[config.mk]
export PLATFORM = sky130hd
export DESIGN_NAME = i2s_tx_serializer
export DESIGN_NICKNAME = d
export VERILOG_FILES = /design/src/rtl/i2s_pkg.sv /design/src/rtl/i2s_bclk_gen.sv /design/src/rtl/i2s_tx_serializer.sv
export SDC_FILE = /design/constraint.sdc
export NUM_CORES = 1
export LEC_CHECK = 0
export CAP_MARGIN = 20
export CORE_ASPECT_RATIO = 1.25
export CORE_MARGIN = 2
export CORE_UTILIZATION = 53
export CTS_BUF_LIST = sky130_fd_sc_hd__clkbuf_8
export CTS_CLUSTER_SIZE = 30
export DETAILED_ROUTE_END_ITERATION = 8
export PLACE_DENSITY = 0.75
export SYNTH_ARGS = -nofsm -noshare
export SYNTH_HDL_FRONTEND = slang
export SYNTH_SLANG_ARGS = --single-unit
[constraint.sdc]
create_clock -name clk -period 2.2 [get_ports clk]
set_input_delay 0.33 -clock clk [delete_from_list [all_inputs] [get_ports clk]]
set_output_delay 0.33 -clock clk [all_outputs]
set_load 0.01 [all_outputs]
[src/rtl/i2s_pkg.sv]
// Shared types and slot constants for the I2S transmit serializer.
package i2s_pkg;

    typedef enum logic [1:0] {
        ST_IDLE,
        ST_PRIME,
        ST_RUN
    } state_t;

    localparam int WORD_W     = 16;
    localparam int SLOT_LEFT  = 0;
    localparam int SLOT_RIGHT = 16;
    localparam int SLOT_LAST  = 31;

    // Word select is high from one slot before the right MSB up to the slot before the left MSB.
    function automatic logic lr_of_slot(input logic [4:0] s);
        return (s >= 5'd15) && (s <= 5'd30);
    endfunction

endpackage

[src/rtl/i2s_bclk_gen.sv]
// Bit clock divider: toggles bclk every CLK_DIV clk while run is high, flags each 1->0 toggle.
module i2s_bclk_gen #(
    parameter int CLK_DIV = 4
) (
    input  logic clk,
    input  logic rst,
    input  logic run,
    output logic bclk,
    output logic fall_event
);

    localparam int CW = $clog2(CLK_DIV);

    logic [CW-1:0] div_cnt;
    logic          tc;

    assign tc         = run && (div_cnt == CW'(CLK_DIV - 1));
    assign fall_event = tc && bclk;

    always_ff @(posedge clk) begin
        if (rst || !run) begin
            div_cnt <= '0;
            bclk    <= 1'b0;
        end else if (tc) begin
            div_cnt <= '0;
            bclk    <= ~bclk;
        end else begin
            div_cnt <= div_cnt + CW'(1);
        end
    end

endmodule

[src/rtl/i2s_tx_serializer.sv]
// I2S transmitter: prefetches alternating left/right words from an upstream buffer and
// shifts them out MSB-first, one BCLK after each word-select edge.
module i2s_tx_serializer import i2s_pkg::*; #(
    parameter int CLK_DIV    = 4,
    parameter int READY_W    = 2,
    parameter int FETCH_WAIT = 4
) (
    input  logic              clk,
    input  logic              rst,
    input  logic              enable,
    input  logic              word_avail,
    input  logic [WORD_W-1:0] data_in,
    output logic              ready,
    output logic              bclk,
    output logic              lrclk,
    output logic              sdata,
    output logic              underrun,
    output logic              busy
);

    localparam int FCW = $clog2(FETCH_WAIT + 1);

    state_t            state;
    logic [4:0]        slot, slot_nxt;
    logic [WORD_W-1:0] shift_reg, next_word;
    logic              next_valid, fetch_pend, fetch_busy, ready_q;
    logic [FCW-1:0]    fcnt;
    logic              fall_event, wrap, stop, load, fetch_start;

    i2s_bclk_gen #(.CLK_DIV(CLK_DIV)) u_bclk (
        .clk        (clk),
        .rst        (rst),
        .run        (state == ST_RUN),
        .bclk       (bclk),
        .fall_event (fall_event)
    );

    assign wrap     = (slot == 5'(SLOT_LAST));
    assign slot_nxt = wrap ? 5'(SLOT_LEFT) : slot + 5'd1;
    assign stop     = fall_event && wrap && !enable;
    assign load     = fall_event && !stop &&
                      (slot_nxt == 5'(SLOT_LEFT) || slot_nxt == 5'(SLOT_RIGHT));
    assign fetch_start = (state == ST_PRIME && !next_valid && !fetch_busy) ||
                         (state == ST_RUN && fetch_pend);

    // A reset must silence the fetch strobe immediately, not one clock later.
    assign ready = ready_q && !rst;
    assign busy  = (state != ST_IDLE);

    always_ff @(posedge clk) begin
        if (rst) begin
            state      <= ST_IDLE;
            slot       <= 5'(SLOT_LAST);
            shift_reg  <= '0;
            next_word  <= '0;
            next_valid <= 1'b0;
            fetch_pend <= 1'b0;
            fetch_busy <= 1'b0;
            ready_q    <= 1'b0;
            fcnt       <= '0;
            lrclk      <= 1'b0;
            sdata      <= 1'b0;
            underrun   <= 1'b0;
        end else begin
            if (fetch_start) begin
                fetch_pend <= 1'b0;
                if (word_avail) begin
                    ready_q    <= 1'b1;
                    fetch_busy <= 1'b1;
                    fcnt       <= FCW'(1);
                end else begin
                    next_word  <= '0;
                    next_valid <= 1'b1;
                    underrun   <= 1'b1;
                end
            end else if (fetch_busy) begin
                ready_q <= (fcnt < FCW'(READY_W));
                if (fcnt == FCW'(FETCH_WAIT)) begin
                    next_word  <= data_in;
                    next_valid <= 1'b1;
                    fetch_busy <= 1'b0;
                end else begin
                    fcnt <= fcnt + FCW'(1);
                end
            end

            case (state)
                ST_IDLE: begin
                    if (enable) begin
                        underrun <= 1'b0;
                        state    <= ST_PRIME;
                    end
                end
                ST_PRIME: begin
                    if (next_valid) begin
                        if (enable) begin
                            state     <= ST_RUN;
                            slot      <= 5'(SLOT_LAST);
                            shift_reg <= '0;
                            sdata     <= 1'b0;
                            lrclk     <= 1'b0;
                        end else begin
                            state <= ST_IDLE;
                        end
                    end
                end
                ST_RUN: begin
                    if (stop) begin
                        // The word prefetched during the right channel stays for the next start.
                        state     <= ST_IDLE;
                        slot      <= 5'(SLOT_LAST);
                        shift_reg <= '0;
                        sdata     <= 1'b0;
                        lrclk     <= 1'b0;
                    end else if (fall_event) begin
                        slot  <= slot_nxt;
                        lrclk <= lr_of_slot(slot_nxt);
                        if (load) begin
                            shift_reg  <= next_word;
                            sdata      <= next_word[WORD_W-1];
                            next_valid <= 1'b0;
                            fetch_pend <= 1'b1;
                        end else begin
                            shift_reg <= {shift_reg[WORD_W-2:0], 1'b0};
                            sdata     <= shift_reg[WORD_W-2];
                        end
                    end
                end
                default: state <= ST_IDLE;
            endcase
        end
    end

    // The previous fetch must have fully landed before a channel boundary consumes it.
    always_ff @(posedge clk) begin
        if (!rst && load)
            assert (next_valid && !fetch_busy && !fetch_pend);
    end

endmodule
### Word level (Yosys, flattened, before mapping)

Index checks and enable logic that the tools add are counted.

| word-level totals | value |
|---|---|
| bits in registers | 51 |
| bits of input ports | 20 |
| output and inout bits | 6 |
| word-level logic and storage cells | 124 |

| cells by class | value |
|---|---|
| add/subtract/negate cells | 3 |
| magnitude comparators | 3 |
| eq/ne operators | 14 |
| mux-type cells | 57 |
| bitwise operators | 1 |
| reduce and logical (&&, ||, !) cells | 32 |

Operator list:

| operator | number |
|---|---|
| two-way mux 15 bit | 5 |
| two-way mux 16 bit | 4 |
| two-way mux 1 bit | 30 |
| one-hot mux 15 bit (2 select lines) | 1 |
| two-way mux 5 bit | 5 |
| inequality test 2 bit (second input constant) | 7 |
| two-way mux 3 bit | 4 |
| logical AND 1 bit | 11 |
| == test 5 bit (second input constant) | 2 |
| one-hot mux 5 bit (2 select lines) | 1 |
| AND reduction 3 bit | 3 |
| two-way mux 2 bit | 4 |
| nonzero test 2 bit | 4 |
| logical NOT 1 bit | 6 |
| one-hot mux 2 bit (3 select lines) | 1 |
| adder 5 x 1 -> 5 bit (second input constant) | 1 |
| >= comparator 5 x 4 -> 1 bit (second input constant) | 1 |
| <= comparator 5 bit (second input constant) | 1 |
| logical NOT 5 bit | 1 |
| == test 2 bit (second input constant) | 2 |
| one-hot mux 1 bit (2 select lines) | 2 |
| AND reduction 4 bit | 1 |
| adder 3 x 1 -> 3 bit (second input constant) | 1 |
| == test 3 bit (second input constant) | 1 |
| other kinds (9) | 11 |

### Longest topological paths before layout

Gate-level depths: netlist of the first run.

| logic depth | value |
|---|---|
| depth after elaboration | 12 |
| gate-level depth with buffers | 9 |
| gate-level depth less buffers | 7 |

### Cells and area by module

From an unflattened synthesis of the first run, not the netlist that was laid out.

| second synthesis, totals | value |
|---|---|
| cells, all modules | 245 |
| area, all modules | 2294.7 um^2 |

By module, submodules not included:

| module | times used | cells each | area each (um^2) | seq. area each (um^2) |
|---|---|---|---|---|
| i2s_tx_serializer | 1 | 235 | 2175.8 | 960.9 |
| i2s_bclk_gen | 1 | 10 | 118.9 | 60.1 |

### Worst setup path before layout of the first run

No wires, ideal clock.

| path | value |
|---|---|
| path type | register -> register |
| from | register slot[0] |
| to | register next_valid |
| library setup time | 115 ps |
| data arrival time | 2219 ps |
| data required time | 2085 ps |
| path slack | -134 ps |
| cell stages (with the launch flop) | 10 |
| path buffers | 2 |
| period minus slack after synthesis | 2334 ps |
| cells stage by stage | dfxtp_1 > ha_1 > and3_1 > ha_1 > nor2b_1 > mux2_2 > or3_1 > buf_2 > buf_6 > and2_1 |

| on the way | value |
|---|---|
| word-level cells in the longest chain between the ends | 10 |
| elaborated cells between the ends (all ways) | 15 |
| those cells by class | add/sub: 1; eq/ne: 2; mux: 5; reduce/logical: 7 |

RTL lines:

| what | line | source |
|---|---|---|
| start, declared | i2s_tx_serializer.sv:24 | `logic [4:0] slot, slot_nxt;` |
| start signal, assigned | i2s_tx_serializer.sv:53 | `slot <= 5'(SLOT_LAST);` |
| start signal, assigned | i2s_tx_serializer.sv:98 | `slot <= 5'(SLOT_LAST);` |
| start signal, assigned | i2s_tx_serializer.sv:111 | `slot <= 5'(SLOT_LAST);` |
| parallel branches: the longest is 8 deep, another holds adder 5 x 1 -> 5 bit | - |  |
| two-way mux 1 bit * | i2s_tx_serializer.sv:108 | `if (stop) begin` |
| two-way mux 1 bit * | i2s_tx_serializer.sv:87 | `case (state)` |
| end signal, assigned | i2s_tx_serializer.sv:73 | `next_valid <= 1'b1;` |
| end signal, assigned | i2s_tx_serializer.sv:80 | `next_valid <= 1'b1;` |
| end signal, assigned | i2s_tx_serializer.sv:121 | `next_valid <= 1'b0;` |
| end, declared | i2s_tx_serializer.sv:26 | `logic next_valid, fetch_pend, fetch_busy, ready_q;` |

Mark *: on every way between the ends.
A chain may end at the register's enable or synchronous reset.

### Worst setup path in the final report of the first run

| path | value |
|---|---|
| from | register slot[0] |
| to | register shift_reg[11] |

| on the way | value |
|---|---|
| word-level cells in the longest chain between the ends | 10 |
| elaborated cells between the ends (all ways) | 17 |
| those cells by class | add/sub: 1; eq/ne: 3; mux: 5; reduce/logical: 8 |

RTL lines:

| what | line | source |
|---|---|---|
| parallel branches: the longest is 10 deep, another holds adder 5 x 1 -> 5 bit | - |  |
| end signal, assigned | i2s_tx_serializer.sv:119 | `shift_reg <= next_word;` |
| end signal, assigned | i2s_tx_serializer.sv:124 | `shift_reg <= {shift_reg[WORD_W-2:0], 1'b0};` |
| end, declared | i2s_tx_serializer.sv:25 | `logic [WORD_W-1:0] shift_reg, next_word;` |

Several ways; the timed one is not identified. The select of a mux whose other input is x is not followed.

==> metrics, run 1 <==
Initial Utilization=0.556; gr ovfl total=0; Post-synth ARST share=0; htree depth=2; share of layout cells above drive strength 1=0.110; area added between synthesis and finish=19.4%; Post-Synthesis Cells=291; Slew Limit Fails=0; Post-synth EDFFs=0; Seq/Total Area, Yosys=0.415; worst r2r path cells=8; # DRC=0; synth unique cells=48; die area=0.00521 mm^2; Clock power frac=0.350; worst path required time=2.39 ns; Post-Syn Nets=320; fin crit share=0.950; max-cap violations=0; Synth top area share=0.415; gr usage total=0.220; largest area contributor in the netlist=dfxtp_1; most frequent cells in the layout=nand2_1, dfxtp_1, a21oi_1; number of diodes=0; min-delay worst type=reg2reg; DRT antenna net count=0; Mapped Avg Cell Area=8.46 um^2; WL/cell=14.1 um; Worst Setup Start Kind=register; Max VDD drop=between 400 and 500 uV; vias per inst=5.72; LEAKAGE=1.04 nW; routed wire length=5.28 mm; slowest cell on the critical path=o311ai_0; Placement Rows=27; Crit Path Category=reg2reg; root buf cell=clkbuf_8; number of global-route vias before repair=between 2000 and 2500; Seq pwr share=0.575; Die Y=80.2 um; core area=0.00443 mm^2; internal cell power=1.26 mW; IO Pins=26; r2r setup slk=between 0.1 and 0.15 ns; Mapped Area=0.00246 mm^2; Worst EP arrival=~2.3 ns; #FFs+latches synth=51; DP HPWL=3.56 mm; buffer count from post-CTS setup fixing=0; ranking of synthesized cells by area=dfxtp_1, nand2_1, a21oi_1; Main synth FF type=dfxtp_1; skew final=around 0.011 ns; # fillers=approximately 400; clk sinks=between 50 and 60; setup tns final=0 ns; Tightest Pin Transition=0.668 ns; initial antenna violation count=0; Sw Pwr=0.387 mW; port bufs=25; max reg flops=16; min-delay src=u_bclk.div_cnt[0]; yosys warns=0; pwr dens=560 mW/mm^2; Worst-path clk slew=approximately 0.10 ns; die span in x=65.0 um; f_max=0.478 GHz; Critical Path End Type=register; final setup violation count=0; unrepaired setup endpoints after global routing=false; Critical R2R Launch=slot[0]; Via Count=around 2200; gp weighted congestion=0.753; Initial DRC Count=121; clk buf depth=2; hold buffer count at CTS=0; Max-slew headroom=0.555; CTS Buf Count=5; Comb power frac=0.076; hold path cells=1; DR pass1 iterations=4; reg-to-reg endpoint=shift_reg[11]; worst path cell trace=ha_4 -> and3_1 -> ha_1 -> nor2b_1 -> or2_1 -> buf_4 -> o311ai_0 -> o211ai_1; final worst path period need=roughly 2.1 ns; Hold WS=0.431 ns; Final Hold Viols=0; TritonCTS clock tree=built; max incr delay on CP=0.37 ns; worst-path fanout max=16; Final nets=346; most common cell after layout, fill and taps aside=nand2_1; status=completed; clk_lat worst skew=0.31 ns; switching share of power=0.235; Hold EP=u_bclk.div_cnt[0]; pin count of the biggest net entering global routing=36; global-route wire length before repair=9.12 mm
synthesized netlist by cell type (3+ instances only):
master and count:
clkbuf_1 14, nand2_1 50, buf_2 7, o311ai_0 14, ha_1 9, and2_1 3, o211ai_1 16, nor2b_1 4
inv_1 9, a21oi_1 26, o22ai_1 4, nor3_1 3, nor3b_1 4, nand2b_1 5, nor2_1 7, nand3_1 23
and3b_1 3, dfxtp_1 51
worst max path at each step:
stage | start | endpoint | slack, ns | cells after the start
6_report | slot[0] | shift_reg[11] | 0.11 | 8
5_1_grt | slot[0] | sdata | 0.001 | 8
4_1_cts | slot[0] | shift_reg[13] | 0.08 | 8
3_5_place_dp | slot[0] | shift_reg[13] | 0.10 | 8
3_3_place_gp | rst | shift_reg[8] | 0.11 | 6
2_1_floorplan | slot[0] | next_valid | 0.009 | 9
cell families (layout without fill, tap and decap cells):
logic type	count (synthesis)	after routing	share of synthesized area
buffers and inverters	31	58	0.0539
AO/OA/AOI/OAI	77	77	0.215
adder cells (fa/ha/maj)	9	9	0.0458
multiplexers	3	3	0.0127
flip-flops	51	51	0.415
AND/OR/NAND/NOR	118	118	0.251
XOR/XNOR	2	2	0.00712
critical path: cells and delay by family (launching register included):
kind | cells | cell delay, ns
AO/OA/AOI/OAI | 2 | 0.51
adder cells (fa/ha/maj) | 2 | 0.34
buffers and inverters | 1 | 0.20
flip-flops | 1 | 0.34
AND/OR/NAND/NOR | 3 | 0.58
metal layers:
metal  share of wire  track usage
met1            0.48        0.284
met2            0.49        0.381
met3           0.019       0.0294
met4          0.0078       0.0638
met5               0            0
power groups by stage:
stage	Clock, mW	Sequential [mW]	Combinational, mW
6_report	0.576	0.947	0.124
5_1_grt	0.617	0.950	0.136
4_1_cts	0.582	0.946	0.125
3_5_place_dp	0	0.968	0.124
3_3_place_gp	0	0.968	0.123
2_1_floorplan	0	0.962	0.0712
per-stage QoR:
stage | setup slack (ns) | util | total power, mW | instance area (um^2) | instances
detailed placement | 0.105 | 0.640 | 1.09 | 2830 | 368
CTS | 0.0844 | 0.662 | 1.65 | 2930 | 376
global placement | 0.110 | 0.640 | 1.09 | 2830 | 368
floorplan | 0.00926 | - | 1.03 | 2480 | 291
finish | 0.109 | 0.664 | 1.65 | 2940 | 376
global route | 0.00142 | 0.664 | 1.70 | 2940 | 376
timing repair:
item,4_1_cts,5_1_grt
hold endpoints to repair,0,0
setup endpoints to repair,0,11
gates resized for setup,0,9
area by class of cell:
| class | count | area (um^2) | share of cell area |
|---|---|---|---|
| multi-input combinational | 209 | 1320 | 0.450 |
| inverter | 9 | 33.8 | 0.0115 |
| tap | 58 | 72.6 | 0.0247 |
| timing repair buffer | 41 | 387 | 0.132 |
| clock inverter | 2 | 16.3 | 0.00554 |
| clock buffer | 6 | 82.6 | 0.0281 |
| sequential | 51 | 1020 | 0.348 |
No activity file was read; power rests on OpenSTA's default activity.
==> run 2, diff against run 1 <==
--- a/config.mk
+++ b/config.mk
@@ -5,10 +5,13 @@
 export SDC_FILE = /design/constraint.sdc
 export NUM_CORES = 1
 export LEC_CHECK = 0
+export ABC_AREA = 0
 export CAP_MARGIN = 20
+export CELL_PAD_IN_SITES_DETAIL_PLACEMENT = 1
+export CELL_PAD_IN_SITES_GLOBAL_PLACEMENT = 2
 export CORE_ASPECT_RATIO = 1.25
 export CORE_MARGIN = 2
-export CORE_UTILIZATION = 53
+export CORE_UTILIZATION = 32
 export CTS_BUF_LIST = sky130_fd_sc_hd__clkbuf_8
 export CTS_CLUSTER_SIZE = 30
 export DETAILED_ROUTE_END_ITERATION = 8
==> run 2 against run 1 <==
Sequential share of layout area down 0.97 points. Combinational power increased by 7%. Non-clock buffer count is 4 higher. Via count up 0.98%. Routed wire length up 15%. Fmax is 0.51% higher. Clock-buffer cell count fell by 1. First-iteration DRC count fell by 33%. Global-route usage fell by 6.5 points. Hold slack improved by 0.019 ns. Clock power is 14% higher. Sequential power hardly changed. Critical endpoint is now shift_reg[10]. Largest power group unchanged.
==> metrics, run 2 (synthesized netlist as in run 1, its figures left out) <==
hold path cells=1; Hold WS=0.450 ns; LEAKAGE=1.07 nW; fin crit share=0.946; setup tns final=0 ns; clk buf depth=2; die area=0.00841 mm^2; Worst Setup Start Kind=register; worst r2r path cells=8; gr ovfl total=0; share of layout cells above drive strength 1=0.118; root buf cell=clkbuf_8; Slew Limit Fails=0; DR pass1 iterations=4; Final nets=between 300 and 400; Multi-input gate area=around 0.0013 mm^2; Final Hold Viols=0; Placement Rows=35; status=completed; min-delay src=u_bclk.div_cnt[0]; r2r setup slk=approximately 0.12 ns; Sw Pwr=around 0.39 mW; Clock power frac=0.378; IO Pins=26; Reg area=0.00102 mm^2; min-delay worst type=reg2reg; final worst path period need=2.08 ns; clk sinks=around 50; die span in x=82.4 um; initial antenna violation count=0; htree depth=2; clk_lat worst skew=0.31 ns; gr usage total=0.155; Crit Path Category=reg2reg; worst slack, placed=0.0775 ns; Hold EP=u_bclk.div_cnt[0]; core area=~0.0074 mm^2; worst path cell trace=ha_4 -> and3_1 -> ha_1 -> nor2b_1 -> or2_1 -> or3_1 -> buf_6 -> o211ai_1; Initial DRC Count=81; routed wire length=just over 6 mm; Final Util=0.408; Worst EP arrival=2.31 ns; DRT antenna net count=0; Max VDD drop=379 uV; CTS Buf Count=5; skew final=~0.0091 ns; worst path required time=2.43 ns; TritonCTS clock tree=built; pwr dens=575 mW/mm^2; DP HPWL=between 4 and 5 mm; max reg flops=16; port bufs=25; unrepaired setup endpoints after global routing=false; pin count of the biggest net entering global routing=32; global-route wire length before repair=10.3 mm; # DRC=0; vias per inst=5.25; final setup violation count=0; f_max=about 0.48 GHz; Initial Utilization=0.333; worst-path fanout max=17; fin cells=a little over 400; number of diodes=0; switching share of power=0.224; Die Y=102 um; Max-slew headroom=0.564; slowest cell on the critical path=or3_1; Critical Path End Type=register; max-cap violations=0; WL/cell=14.6 um; # fillers=878; hold buffer count at CTS=0; reg-to-reg endpoint=shift_reg[10]; gp weighted congestion=~0.76; Comb power frac=0.076; internal cell power=1.35 mW; Critical R2R Launch=slot[0]; most frequent cells in the layout=nand2_1, dfxtp_1, a21oi_1; placed insts=a little over 400; area added between synthesis and finish=22.8%; Seq pwr share=0.545; Tightest Pin Transition=0.654 ns; Via Count=2173; Setup WS post-layout=0.120 ns; most common cell after layout, fill and taps aside=nand2_1; buffer count from post-CTS setup fixing=0; Worst-path clk slew=0.10 ns; number of global-route vias before repair=2130; max incr delay on CP=0.39 ns; CTS resizes=0
-- run 2: cell count changes in the layout (fill, tap and decap cells not counted), sizes merged --
cell	change
clkinvlp	-1
clkbuf	-1
buf	+4
bufinv	+1
clkinv	+1
-- run 2: per-stage QoR --
stage / power, mW / cell area, um^2
final: 1.74 / 3020
after global routing: 1.82 / 3020
after CTS: 1.77 / 3020
after detailed placement: 1.10 / 2910
after global placement: 1.10 / 2910
after floorplan: 1.03 / 2480
-- run 2: metal layers --
metal | up-vias | routed length (um) | GRT usage
li1 | 1110 | - | -
met1 | 1033 | 3020 | 0.215
met2 | 24 | 2840 | 0.246
met3 | 6 | 113 | 0.0239
met4 | 0 | 82 | 0.0462
met5 | - | 0 | 0
-- run 2: worst max path at each step --
stage	from	endpoint	slack, ns
final	slot[0]	shift_reg[10]	0.12
after global routing	slot[0]	shift_reg[14]	0.0002
after CTS	slot[0]	shift_reg[12]	0.07
after detailed placement	rst	shift_reg[12]	0.08
after global placement	rst	shift_reg[12]	0.10
after floorplan	slot[0]	next_valid	0.009
-- run 2: power groups by stage --
stage | combinational, mW | sequential, mW | clock (mW)
global placement | 0.133 | 0.968 | 0
finish | 0.133 | 0.946 | 0.657
detailed placement | 0.135 | 0.968 | 0
global route | 0.146 | 0.950 | 0.719
CTS | 0.135 | 0.947 | 0.686
floorplan | 0.0712 | 0.962 | 0
-- run 2: final cells by class --
class,count,area share
clock buffers,5,0.0228
clock inverters,3,0.0145
inverters,9,0.0112
multi-input cells,209,0.437
flip-flops and latches,51,0.339
well taps,92,0.0381
repair buffers,45,0.138
-- run 2: worst max-delay path, delay by kind of cell, from the launching register on --
kind                       cells  cell delay, ns
AOI/OAI and AO/OA              1            0.18
adders and majority gates      2            0.34
buffers and inverters          1            0.17
DFF                            1            0.34
and+or+nand+nor                4            0.96
==> run 3, diff against run 2 <==
--- a/config.mk
+++ b/config.mk
@@ -15,6 +15,7 @@
 export CTS_BUF_LIST = sky130_fd_sc_hd__clkbuf_8
 export CTS_CLUSTER_SIZE = 30
 export DETAILED_ROUTE_END_ITERATION = 8
+export MAX_ROUTING_LAYER = met4
 export PLACE_DENSITY = 0.75
 export SYNTH_ARGS = -nofsm -noshare
 export SYNTH_HDL_FRONTEND = slang
==> run 3 against run 2 <==
Sequential power about the same. Clock power about the same. Routed wire length about the same. Combinational power about the same. Total power about the same. Design area unchanged. Sequential share of layout area unchanged. Clock-buffer cell count unchanged. Critical path type unchanged. Final cell count unchanged. Global-route usage increased by 0.48 points. Clock skew increased by 0.0020 ns.
==> metrics, run 3 (synthesized netlist as in run 1, its figures left out) <==
worst path required time=2.44 ns; Slew Limit Fails=0; CP delay by family, top=simple AND/OR/NAND/NOR gates; fin crit share=0.944; global-route wire length before repair=10.3 mm; final setup violation count=0; Worst Setup Start Kind=register; launch point of the worst path=slot[0]; slowest cell on the critical path=or3_1; Setup WS post-layout=about 0.12 ns; die span in x=82.4 um; WL/cell=14.6 um; min-delay worst type=reg2reg; hold buffer count at CTS=0; Tightest Pin Transition=0.655 ns; initial antenna violation count=0; number of diodes=0; Initial Utilization=0.333; number of global-route vias before repair=2137; root buf cell=clkbuf_8; DR pass1 iterations=4; worst path cell trace=ha_4 -> and3_1 -> ha_1 -> nor2b_1 -> or2_1 -> or3_1 -> buf_6 -> o211ai_1; Final Util=0.408; r2r setup slk=0.12 ns; setup tns final=0 ns; Final nets=350; CTS Buf Count=5; worst path bufs/invs=1; Die Y=just over 100 um; clk_lat worst skew=about 0.31 ns; Via Count=approximately 2200; die area=0.00841 mm^2; final worst path period need=2.08 ns; Initial DRC Count=85; share of layout cells above drive strength 1=0.118; max reg flops=16; skew final=between 0.01 and 0.015 ns; most frequent cells in the layout=nand2_1, dfxtp_1, a21oi_1; vias per inst=5.26; unrepaired setup endpoints after global routing=false; routed wire length=6.06 mm; CP Capture Point=shift_reg[10]; # fillers=878; core area=0.00740 mm^2; clk sinks=51; max-cap violations=0; LEAKAGE=1.07 nW; gr ovfl total=0; area added between synthesis and finish=22.8%; Crit Path Category=reg2reg; Max VDD drop=377 uV; Worst-path clk slew=0.10 ns; TritonCTS clock tree=built; CTS resizes=0; # DRC=0; IO Pins=26; gp weighted congestion=0.766; Max-slew headroom=0.564; DP HPWL=4.35 mm; Worst EP arrival=2.31 ns; Placement Rows=35; pin count of the biggest net entering global routing=32; DRT antenna net count=0; worst r2r path cells=8; stages on the worst setup path=8; worst slack, placed=approximately 0.078 ns; port bufs=25; Final Hold Viols=0; buffer count from post-CTS setup fixing=0; f_max=0.481 GHz; most common cell after layout, fill and taps aside=nand2_1; gr usage total=0.160; Hold WS=0.449 ns; Critical R2R Launch=slot[0]; max incr delay on CP=0.39 ns; pwr dens=between 500 and 600 mW/mm^2; Critical Path End Type=register; htree depth=2; status=completed; worst-path fanout max=17; clk buf depth=2; reg-to-reg endpoint=shift_reg[10]
run 3: cell counts in the layout (fill, tap and decap cells not counted):
Identical to the previous run, type by type.
run 3: worst min path at each step:
stage | start | end | depth (start not counted)
final | u_bclk.div_cnt[0] | u_bclk.div_cnt[0] | 1
after floorplan | u_bclk.div_cnt[0] | u_bclk.div_cnt[0] | 1
after detailed placement | u_bclk.div_cnt[0] | u_bclk.div_cnt[0] | 1
after global placement | u_bclk.div_cnt[0] | u_bclk.div_cnt[0] | 1
after CTS | u_bclk.div_cnt[0] | u_bclk.div_cnt[0] | 1
after global routing | u_bclk.div_cnt[0] | u_bclk.div_cnt[0] | 1
run 3: final cells by class:
| cell class | count | area, um^2 | area share |
|---|---|---|---|
| clock buffers | 5 | 68.8 | 0.0228 |
| clock inverters | 3 | 43.8 | 0.0145 |
| inverters | 9 | 33.8 | 0.0112 |
| multi-input cells | 209 | 1320 | 0.437 |
| flip-flops and latches | 51 | 1020 | 0.339 |
| well taps | 92 | 115 | 0.0381 |
| repair buffers | 45 | 417 | 0.138 |
run 3: metal layers:
layer | GRT usage | part of all wire | vias to the layer above
li1 | - | - | 1112
met1 | 0.215 | 0.50 | 1037
met2 | 0.247 | 0.47 | 24
met3 | 0.0239 | 0.019 | 6
met4 | 0.0462 | 0.013 | 0
met5 | - | 0 | -
run 3: where the power goes:
group          switching [mW]  leakage (nW)  internal (mW)
Clock                   0.318        0.0581          0.339
Combinational          0.0594         0.599         0.0733
Sequential             0.0124         0.411          0.934
run 3: per-stage QoR:
| stage | instances | cell area, um^2 | power (mW) |
|---|---|---|---|
| floorplan | 291 | 2480 | 1.03 |
| global placement | 406 | 2910 | 1.10 |
| detailed placement | 406 | 2910 | 1.10 |
| CTS | 414 | 3020 | 1.77 |
| global route | 414 | 3020 | 1.82 |
| finish | 414 | 3020 | 1.74 |
